==> src/rtl/floo_pkg.sv <==
// Shared FlooNoC types: routing algorithm selector, XY directions, default flit and ID-table rule.
package floo_pkg;

  typedef enum logic [1:0] {IdIsPort, IdTable, SourceRouting, XYRouting} route_algo_e;

  typedef enum logic [2:0] {
    Eject = 3'd0,
    North = 3'd1,
    East  = 3'd2,
    South = 3'd3,
    West  = 3'd4
  } route_direction_e;

  typedef struct packed {
    logic [2:0] x;
    logic [2:0] y;
  } xy_id_t;

  typedef struct packed {
    xy_id_t dst_id;
    logic   last;
  } floo_hdr_t;

  typedef struct packed {
    floo_hdr_t   hdr;
    logic [15:0] payload;
  } floo_flit_t;

  typedef struct packed {
    logic [7:0]  idx;
    logic [15:0] start_addr;
    logic [15:0] end_addr;
  } id_rule_t;

  // A single-VC port still carries a 1-bit VC field.
  function automatic int unsigned vc_id_width(input int unsigned n);
    return (n > 1) ? $clog2(n) : 1;
  endfunction

endpackage

==> src/rtl/floo_route_compute.sv <==
// Pure combinational route lookup: one-hot output port plus the rewritten dst_id.
module floo_route_compute
  import floo_pkg::*;
#(
  parameter int unsigned NumRoutes     = 5,
  parameter route_algo_e RouteAlgo     = XYRouting,
  parameter int unsigned IdWidth       = 6,
  parameter int unsigned RouteSelWidth = 3,
  parameter int unsigned NumAddrRules  = 1,
  parameter type         addr_rule_t   = id_rule_t
) (
  input  logic [IdWidth-1:0]                 dst_id_i,
  input  logic [IdWidth-1:0]                 xy_id_i,
  input  addr_rule_t [NumAddrRules-1:0]      id_route_map_i,
  output logic [NumRoutes-1:0]               route_o,
  output logic [IdWidth-1:0]                 dst_id_o
);

  localparam int unsigned PortW = (NumRoutes > 1) ? $clog2(NumRoutes) : 1;
  localparam int unsigned YW    = IdWidth / 2;

  if (NumRoutes < 2) begin : g_bad_routes
    $fatal(1, "floo_route_compute: NumRoutes must be at least 2");
  end

  case (RouteAlgo)
    XYRouting: begin : g_xy
      if (NumRoutes < 5 || IdWidth < 2) begin : g_bad_xy
        $fatal(1, "floo_route_compute: XYRouting needs 5 routes and a 2-D id");
      end
      logic [IdWidth-YW-1:0] dst_x, own_x;
      logic [YW-1:0]         dst_y, own_y;
      logic                  unused_map;
      assign {dst_x, dst_y} = dst_id_i;
      assign {own_x, own_y} = xy_id_i;
      assign unused_map     = ^id_route_map_i;
      // Resolve X first, then Y (dimension-ordered, deadlock-free on a mesh).
      always_comb begin
        route_o = '0;
        if (dst_id_i == xy_id_i)  route_o[Eject] = 1'b1;
        else if (dst_x == own_x)  route_o[(dst_y < own_y) ? South : North] = 1'b1;
        else                      route_o[(dst_x < own_x) ? West : East] = 1'b1;
      end
      assign dst_id_o = dst_id_i;
    end
    SourceRouting: begin : g_src
      logic unused_src;
      assign unused_src = ^{xy_id_i, id_route_map_i};
      // Each hop consumes the low field and hands the remainder downstream.
      assign route_o  = NumRoutes'(1) << dst_id_i[RouteSelWidth-1:0];
      assign dst_id_o = dst_id_i >> RouteSelWidth;
    end
    IdIsPort: begin : g_port
      logic unused_port;
      assign unused_port = ^{xy_id_i, id_route_map_i};
      assign route_o     = NumRoutes'(1) << dst_id_i;
      assign dst_id_o    = dst_id_i;
    end
    IdTable: begin : g_table
      logic [PortW-1:0] port;
      logic             unused_tbl;
      assign unused_tbl = ^{xy_id_i, id_route_map_i};
      // Unmatched ids fall back to port 0; later rules override earlier ones.
      always_comb begin
        port = '0;
        for (int i = 0; i < NumAddrRules; i++) begin
          if (dst_id_i >= IdWidth'(id_route_map_i[i].start_addr) &&
              dst_id_i <  IdWidth'(id_route_map_i[i].end_addr))
            port = PortW'(id_route_map_i[i].idx);
        end
      end
      assign route_o  = NumRoutes'(1) << port;
      assign dst_id_o = dst_id_i;
    end
    default: begin : g_bad_algo
      $fatal(1, "floo_route_compute: unknown RouteAlgo");
    end
  endcase

endmodule

==> src/rtl/floo_vc_route_select.sv <==
// Per-input-port route selector: per-VC wormhole lock, mismatch counter, optional output cut.
module floo_vc_route_select
  import floo_pkg::*;
#(
  parameter int unsigned NumRoutes       = 5,
  parameter int unsigned NumVirtChannels = 1,
  parameter type         flit_t          = floo_flit_t,
  parameter route_algo_e RouteAlgo       = XYRouting,
  parameter bit          LockRouting     = 1'b1,
  parameter bit          CutPath         = 1'b0,
  parameter int unsigned IdWidth         = 6,
  parameter type         id_t            = xy_id_t,
  parameter int unsigned NumAddrRules    = 1,
  parameter type         addr_rule_t     = id_rule_t,
  parameter int unsigned RouteSelWidth   = (NumRoutes > 1) ? $clog2(NumRoutes) : 1,
  parameter int unsigned ErrCntWidth     = 8,
  localparam int unsigned VcW            = vc_id_width(NumVirtChannels)
) (
  input  logic                          clk_i,
  input  logic                          rst_i,
  input  logic                          test_enable_i,
  input  id_t                           xy_id_i,
  input  addr_rule_t [NumAddrRules-1:0] id_route_map_i,
  input  logic                          valid_i,
  output logic                          ready_o,
  input  flit_t                         channel_i,
  input  logic [VcW-1:0]                vc_i,
  output logic                          valid_o,
  input  logic                          ready_i,
  output flit_t                         channel_o,
  output logic [VcW-1:0]                vc_o,
  output logic [NumRoutes-1:0]          route_sel_o,
  output logic [NumVirtChannels-1:0]    locked_o,
  output logic                          err_o,
  output logic [ErrCntWidth-1:0]        err_cnt_o,
  input  logic                          err_clr_i
);

  typedef enum logic {Unlocked, Locked} lock_state_e;

  lock_state_e          state_q [NumVirtChannels];
  lock_state_e          state_d [NumVirtChannels];
  logic [NumRoutes-1:0] route_q [NumVirtChannels];
  logic [NumRoutes-1:0] route_d [NumVirtChannels];
  logic [NumRoutes-1:0] route_calc, route_sel;
  logic [IdWidth-1:0]   dst_new;
  logic                 accept, vc_locked, mismatch;
  logic                 unused_dft;
  flit_t                chan_fwd;

  assign unused_dft = test_enable_i;

  floo_route_compute #(
    .NumRoutes    (NumRoutes),
    .RouteAlgo    (RouteAlgo),
    .IdWidth      (IdWidth),
    .RouteSelWidth(RouteSelWidth),
    .NumAddrRules (NumAddrRules),
    .addr_rule_t  (addr_rule_t)
  ) i_compute (
    .dst_id_i      (channel_i.hdr.dst_id),
    .xy_id_i       (xy_id_i),
    .id_route_map_i(id_route_map_i),
    .route_o       (route_calc),
    .dst_id_o      (dst_new)
  );

  assign accept    = valid_i & ready_o;
  assign vc_locked = LockRouting && (state_q[vc_i] == Locked);
  assign route_sel = vc_locked ? route_q[vc_i] : route_calc;
  assign mismatch  = accept & vc_locked & (route_calc != route_q[vc_i]);

  // Only the addressed VC moves; a head that is also last never locks.
  always_comb begin
    state_d = state_q;
    route_d = route_q;
    if (LockRouting && accept) begin
      case (state_q[vc_i])
        Unlocked: if (!channel_i.hdr.last) begin
          state_d[vc_i] = Locked;
          route_d[vc_i] = route_calc;
        end
        Locked: if (channel_i.hdr.last) state_d[vc_i] = Unlocked;
        default: ;
      endcase
    end
  end

  always_ff @(posedge clk_i or posedge rst_i) begin
    if (rst_i) begin
      for (int i = 0; i < NumVirtChannels; i++) begin
        state_q[i] <= Unlocked;
        route_q[i] <= '0;
      end
    end else begin
      state_q <= state_d;
      route_q <= route_d;
    end
  end

  for (genvar v = 0; v < NumVirtChannels; v++) begin : g_locked
    assign locked_o[v] = (state_q[v] == Locked);
  end

  always_ff @(posedge clk_i or posedge rst_i) begin
    if (rst_i) begin
      err_o     <= 1'b0;
      err_cnt_o <= '0;
    end else if (err_clr_i) begin
      err_o     <= 1'b0;
      err_cnt_o <= '0;
    end else if (mismatch) begin
      err_o <= 1'b1;
      if (~&err_cnt_o) err_cnt_o <= err_cnt_o + 1'b1;
    end
  end

  always_comb begin
    chan_fwd            = channel_i;
    chan_fwd.hdr.dst_id = id_t'(dst_new);
  end

  if (CutPath) begin : g_cut
    logic                 full_q;
    flit_t                chan_q;
    logic [VcW-1:0]       vc_q;
    logic [NumRoutes-1:0] sel_q;

    // Refill in the same cycle the held flit drains, so throughput stays at one per cycle.
    assign ready_o = ~full_q | ready_i;

    always_ff @(posedge clk_i or posedge rst_i) begin
      if (rst_i) begin
        full_q <= 1'b0;
        chan_q <= '0;
        vc_q   <= '0;
        sel_q  <= '0;
      end else if (accept) begin
        full_q <= 1'b1;
        chan_q <= chan_fwd;
        vc_q   <= vc_i;
        sel_q  <= route_sel;
      end else if (ready_i) begin
        full_q <= 1'b0;
      end
    end

    assign valid_o     = full_q;
    assign channel_o   = chan_q;
    assign vc_o        = vc_q;
    assign route_sel_o = sel_q;
  end else begin : g_comb
    assign ready_o     = ready_i;
    assign valid_o     = valid_i;
    assign channel_o   = chan_fwd;
    assign vc_o        = vc_i;
    assign route_sel_o = route_sel;
  end

endmodule

==> config.mk <==
export PLATFORM = sky130hd
export DESIGN_NAME = floo_vc_route_select
export DESIGN_NICKNAME = d
export VERILOG_FILES = /design/src/rtl/floo_pkg.sv /design/src/rtl/floo_route_compute.sv /design/src/rtl/floo_vc_route_select.sv
export SDC_FILE = /design/constraint.sdc
export NUM_CORES = 1
export LEC_CHECK = 0
export BUFFER_PORTS_ARGS = -buffer_cell sky130_fd_sc_hd__buf_2
export CORE_MARGIN = 1.5
export CORE_UTILIZATION = 29
export CTS_BUF_LIST = sky130_fd_sc_hd__clkbuf_8
export DETAILED_ROUTE_END_ITERATION = 7
export GPL_TIMING_DRIVEN = 0
export PLACE_DENSITY = 0.68
export SYNTH_ARGS = -nofsm -noshare
export SYNTH_HDL_FRONTEND = slang
export SYNTH_SLANG_ARGS = --single-unit
==> constraint.sdc <==
create_clock -name clk_i -period 3.5 [get_ports clk_i]
set_input_delay 0.875 -clock clk_i [delete_from_list [all_inputs] [get_ports clk_i]]
set_output_delay 0.875 -clock clk_i [all_outputs]
set_load 0.005 [all_outputs]
==> Word level (Yosys, flattened, before mapping) <==
Index checks and enable logic that the tools add are counted.
{ "totals": {"register_bits": 15, "input_bits": 76, "out_inout_bits": 41, "elab_cells": 58} }
{ "op_classes": {"n_addsub": 1, "n_lt_le_gt_ge": 8, "n_eq_ne": 6, "muxes": 23, "bitwise_logic": 8, "reduce_logical": 8} }
{ "ops": {"columns": ["cell", "count"], "rows": [
  ["two-way mux 8 bit", 3],
  ["two-way mux 5 bit", 4],
  ["two-way mux 1 bit", 9],
  ["adder 8 x 1 -> 8 bit, second input constant", 1],
  ["less-than comparator 3 x 4 -> 1 bit, second input constant", 2],
  ["AND reduction 8 bit", 1],
  ["demux 1 bit (select 3 bit)", 2],
  ["equality test 6 bit", 1],
  [">= comparator 3 x 1 -> 1 bit, second input constant", 2],
  ["less-than comparator 3 bit", 2],
  ["inequality test 2 bit, second input constant", 3],
  ["AND reduction 3 bit", 2],
  ["bitwise mux 5 bit", 1],
  ["inequality test 5 bit", 1],
  ["AND 1 bit", 4],
  ["two-way mux 4 bit", 1],
  ["equality test 3 bit", 1],
  ["logical AND 1 bit", 3],
  ["two-way mux 3 bit", 1],
  ["inverter 1 bit", 3],
  ["two-way mux 2 bit", 1],
  ["case mux 1 bit (2 select lines)", 1],
  ["AND reduction 2 bit", 1],
  ["nonzero test 2 bit", 1],
  ["3 further kinds", 3]
]} }

==> Longest topological paths before layout <==
{ "logic_depth": {"word_depth": 12, "depth_mapped": 9, "ltp_nobuf": 8} }

==> Hierarchy <==
Synthesis repeated with hierarchy kept, for this count alone.
{ "hier_totals": {"hier_cells": 138, "area_unflattened_um2": 1277.5} }
{ "by_module_without_submodules": {"columns": ["module", "n_inst", "cells_each", "area_per_inst_um2", "seq_area_each_um2"], "rows": [
  ["floo_vc_route_select", 1, 104, 1044.8, 375.4],
  ["floo_route_compute", 1, 34, 232.7, 0.0]
]} }

==> Worst setup path before layout <==
No wires, ideal clock.
{ "synth_path": {"path_type": "input to register", "start": "in xy_id_i[4] (netlist bit)", "end": "reg err_cnt_o[6]", "setup_time_ns": 0.120, "arrival_time_ns": 2.706, "required_time_ns": 3.380, "path_slack_ns": 0.674, "stages": 9, "n_path_buf": 1, "path_cell_list": "inv_1 ha_1 and3_4 a21oi_2 mux2_4 o211a_1 buf_6 or4b_1 o211a_1"} }
{ "synth_between": {"elab_chain_len": 12, "word_cells_on_any_way": 16, "cone_classes": "order compare: 3; eq/ne: 3; mux: 6; bitwise: 1; reduce/logical: 3"} }
{ "synth_lines": {"columns": ["element", "line_no", "text"], "rows": [
  ["from (decl)", "floo_vc_route_select.sv:22", "input id_t xy_id_i,"],
  ["less-than comparator 3 bit", "floo_route_compute.sv:42", "else route_o[(dst_x < own_x) ? West : East] = 1'b1;"],
  ["two-way mux 3 bit", "floo_route_compute.sv:42", null],
  ["less-than comparator 3 x 4 -> 1 bit or >= comparator 3 x 1 -> 1 bit (tied branches)", "floo_route_compute.sv:42", null],
  ["logical AND 1 bit (implied by the code)", "floo_route_compute.sv:42", null],
  ["two-way mux 1 bit", "floo_route_compute.sv:42", null],
  ["demux 1 bit (select 3 bit)", null, null],
  ["two-way mux 5 bit", "floo_route_compute.sv:41", "else if (dst_x == own_x) route_o[(dst_y < own_y) ? South : North] = 1'b1;"],
  ["two-way mux 1 bit or two-way mux 4 bit (tied branches)", "floo_route_compute.sv:40", "if (dst_id_i == xy_id_i) route_o[Eject] = 1'b1;"],
  ["inequality test 5 bit *", "floo_vc_route_select.sv:71", "assign mismatch = accept & vc_locked & (route_calc != route_q[vc_i]);"],
  ["AND 1 bit *", "floo_vc_route_select.sv:71", null],
  ["nonzero test 2 bit (no source line) *", null, null],
  ["AND reduction 2 bit (no source line) *", null, null],
  ["to (signal assigned)", "floo_vc_route_select.sv:114", "if (~&err_cnt_o) err_cnt_o <= err_cnt_o + 1'b1;"],
  ["to (decl)", "floo_vc_route_select.sv:35", "output logic [ErrCntWidth-1:0] err_cnt_o,"]
]} }
Every way passes the cells marked *; elsewhere a longest branch is shown, timed or not.
A chain may end at the register's enable or synchronous reset.

==> Final worst setup path <==
{ "layout_path": {"start": "in xy_id_i[2] (netlist bit)", "end": "out route_sel_o[3]"} }
{ "layout_between": {"elab_chain_len": 9, "word_cells_on_any_way": 11, "cone_classes": "order compare: 3; eq/ne: 1; mux: 6; reduce/logical: 1"} }
{ "layout_lines": {"columns": ["element", "line_no", "text"], "rows": [
  ["less-than comparator 3 bit", "floo_route_compute.sv:41", null],
  ["two-way mux 2 bit", "floo_route_compute.sv:41", null],
  ["less-than comparator 3 x 4 -> 1 bit or >= comparator 3 x 1 -> 1 bit (tied branches)", "floo_route_compute.sv:41", null],
  ["logical AND 1 bit (implied by the code)", "floo_route_compute.sv:41", null],
  ["two-way mux 1 bit", "floo_route_compute.sv:41", null],
  ["demux 1 bit (select 3 bit)", null, null],
  ["two-way mux 5 bit", "floo_route_compute.sv:41", null],
  ["two-way mux 4 bit *", "floo_route_compute.sv:40", null],
  ["two-way mux 5 bit *", "floo_vc_route_select.sv:70", "assign route_sel = vc_locked ? route_q[vc_i] : route_calc;"],
  ["to (decl)", "floo_vc_route_select.sv:32", "output logic [NumRoutes-1:0] route_sel_o,"]
]} }
Marked as above.

==> metrics.txt <==
Post-DP HPWL=approximately 2.2 mm; Slew @ Worst Pin=589 ps; Chip Width=70.3 µm; Die Span Y=70.3 µm; Max Clock Freq=between 300 and 400 MHz; YS warnings=0; status=finished clean; FF/Latch Area=375 µm²; initial antenna violation count=0; Synth top area share=between 20% and 30%; Initial Util=between 30% and 40%; nets=304; fraction of layout cells with a size suffix above 1=46.1%; Num CTS Buffers=3; Clk pwr share=22.4%; Clock Root Buffer=clkbuf_8; CP endpoint kind=output pin; synth cell count leaders=buf_4 (26), nand2_1 (16), dfrtp_1 (15); Synth area leaders=dfrtp_1 (29%), buf_4 (15%), ha_1 (7.6%); setup_tns=0 ps; initial DRC count=42; I/O Pins=117; post-route insts no fill=271; WL per Instance=9.94 µm; RSZ-0062 raised after global routing=false; CP Launch Type=input pin; FFs w/ async S/R, synth=100%; min-delay worst type=reg2reg; Final Slew Violations=0; IO buf count=59; clock-pin slew on the worst setup and hold paths=60 ps; syn nets=between 200 and 250; Comb pwr share=42.5%; FF-to-FF End=err_cnt_o[4]$_DFFE_PP0P_; Final Hold Viols=0; total internal power=0.000415 W; Clock Skew=3.13 ps; CTS tree=built; CP Class=in2out; first-pass GRT wire length=4.64 mm; P_sw=0.000213 W; H-tree depth=1; synth-to-layout area growth=31.0%; cell count after synthesis=156; # setup viols final=0; Hold Path Sink=err_o$_DFFE_PP0P_; register area share after synthesis=28.6%; # placed instances=267; Finished Cell Area=0.00172 mm²; Final ANT Viol Nets=0; Reg power frac=35.1%; Clock Latency Late Sink=250 ps; Vias/cell=4.48; Remaining DRCs=0; drt first pass iters=4; Yosys reg bits=15; Setup Buffers After CTS=0; largest fanout on the critical path=3; count leader, synth=buf_4; vias in the first global route=~1100; WP data required=roughly 2600 ps; HP Start=err_o$_DFFE_PP0P_; VDD IR max=~0.19 mV; Filler Cells Inserted=452; reg-to-reg slack, setup=1480 ps; hold depth=2; CORE AREA=0.00435 mm²; fin crit period=3080 ps; Cell variety after synth=38; pwr/cell area=between 300 and 400 mW/mm²; sw frac=33.9%; Die ar.=0.00494 mm²; # clock sinks=15; CP arrival=around 2200 ps; fin crit share=a little under 90%; CP Launch Point=xy_id_i[2]; Post-Syn Area=0.00131 mm²; Multi-input gate area=674 µm²; DR vias=1213; number of max-cap violations=0; row count=24; pre-CTS setup slack=413 ps; r2r worst-path depth=6; Relative slew margins=a little over 60%; CTS hold repair buffers=0; Post-DP Area=0.00167 mm²; pin count of the biggest net entering global routing=16; Leak=0.941 nW; n_diodes=0; cell taking the most area after synthesis=dfrtp_1; Primary FF master, synth=dfrtp_1; final setup margin=~420 ps; Post-synth EDFFs=0; gp weighted congestion=0.787; reg2reg start=locked_o$_DFFE_PP0P_; gr ovfl total=0; average size of a mapped cell=about 8.4 µm²; final core utilization=approximately 39%; final WL=2.69 mm; clock tree buffer depth=2; Post-CTS Resized=0; Total GRT Usage=11.1%
kinds of logic (layout without fill, tap and decap cells):
family	after synthesis	count (layout)	share of synthesized area (%)
DFF	15	15	28.6
muxes	9	9	7.91
buffers and inverters	42	105	20.0
xor gates and xnor gates	1	1	0.667
adders and majority gates	8	8	7.63
and+or+nand+nor	58	58	22.9
AOI/OAI and AO/OA	23	23	12.3
power groups by stage:
stage	registers, W	clock network [W]	logic (W)
floorplan	0.000221	0	0.000185
global placement	0.000223	0	0.000265
detailed placement	0.000224	0	0.000271
CTS	0.000221	0.000147	0.000272
global route	0.000225	0.000155	0.000307
finish	0.000220	0.000141	0.000267
layout by cell type (no fill, tap or decap), types with 2 or more instances in the layout:
cell	synthesis	routed
buf_4	26	26
nand3_1	6	6
ha_1	8	8
buf_2	0	59
mux2_2	6	6
a211oi_1	2	2
nor3b_1	3	3
nor2_1	13	13
inv_1	13	13
nand2b_1	3	3
dfrtp_1	15	15
o211a_1	2	2
nand2_1	16	16
o21ai_0	9	9
nand3b_1	2	2
clkbuf_8	0	3
a21oi_1	3	3
nor3_1	2	2
nor2b_1	5	5
clkbuf_1	2	2
layout make-up:
type	instances	area share [%]
Buffer	29	12.4
Clock buffer	3	2.40
Clock inverter	1	0.291
Inverter	13	2.84
Multi-Input combinational cell	99	39.2
Sequential cell	15	21.8
Tap cell	52	3.78
Timing Repair Buffer	59	17.2
stage by stage:
step,hold slack (ps),total power [W]
CTS,515,0.000640
global placement,501,0.000488
floorplan,472,0.000405
detailed placement,505,0.000495
global route,534,0.000688
finish,511,0.000628
critical path: stages:
cell	delay (ps)
buf_2	70
inv_1	30
ha_1	310
and3b_1	190
or2_1	240
nand3b_1	190
o21ai_0	150
buf_2	130
worst max-delay path by stage:
| stage | cells after the start | to |
|---|---|---|
| after floorplan | 9 | err_cnt_o[6]$_DFFE_PP0P_ |
| after global placement | 8 | route_sel_o[4] |
| after detailed placement | 8 | route_sel_o[3] |
| after CTS | 8 | route_sel_o[3] |
| after global routing | 8 | route_sel_o[3] |
| final | 8 | route_sel_o[3] |
routing by layer:
layer	wire (µm)	GRT usage, %
met3	214	3.46
met4	0	0.641
met5	0	0
met1	1150	13.8
met2	1330	19.8
registers in the layout, summed over array words and instances (netlist names):
signal / flops
err_cnt_o: 8
err_o: 1
locked_o: 1
route_q: 5
Power figures use the tool's default switching activity.
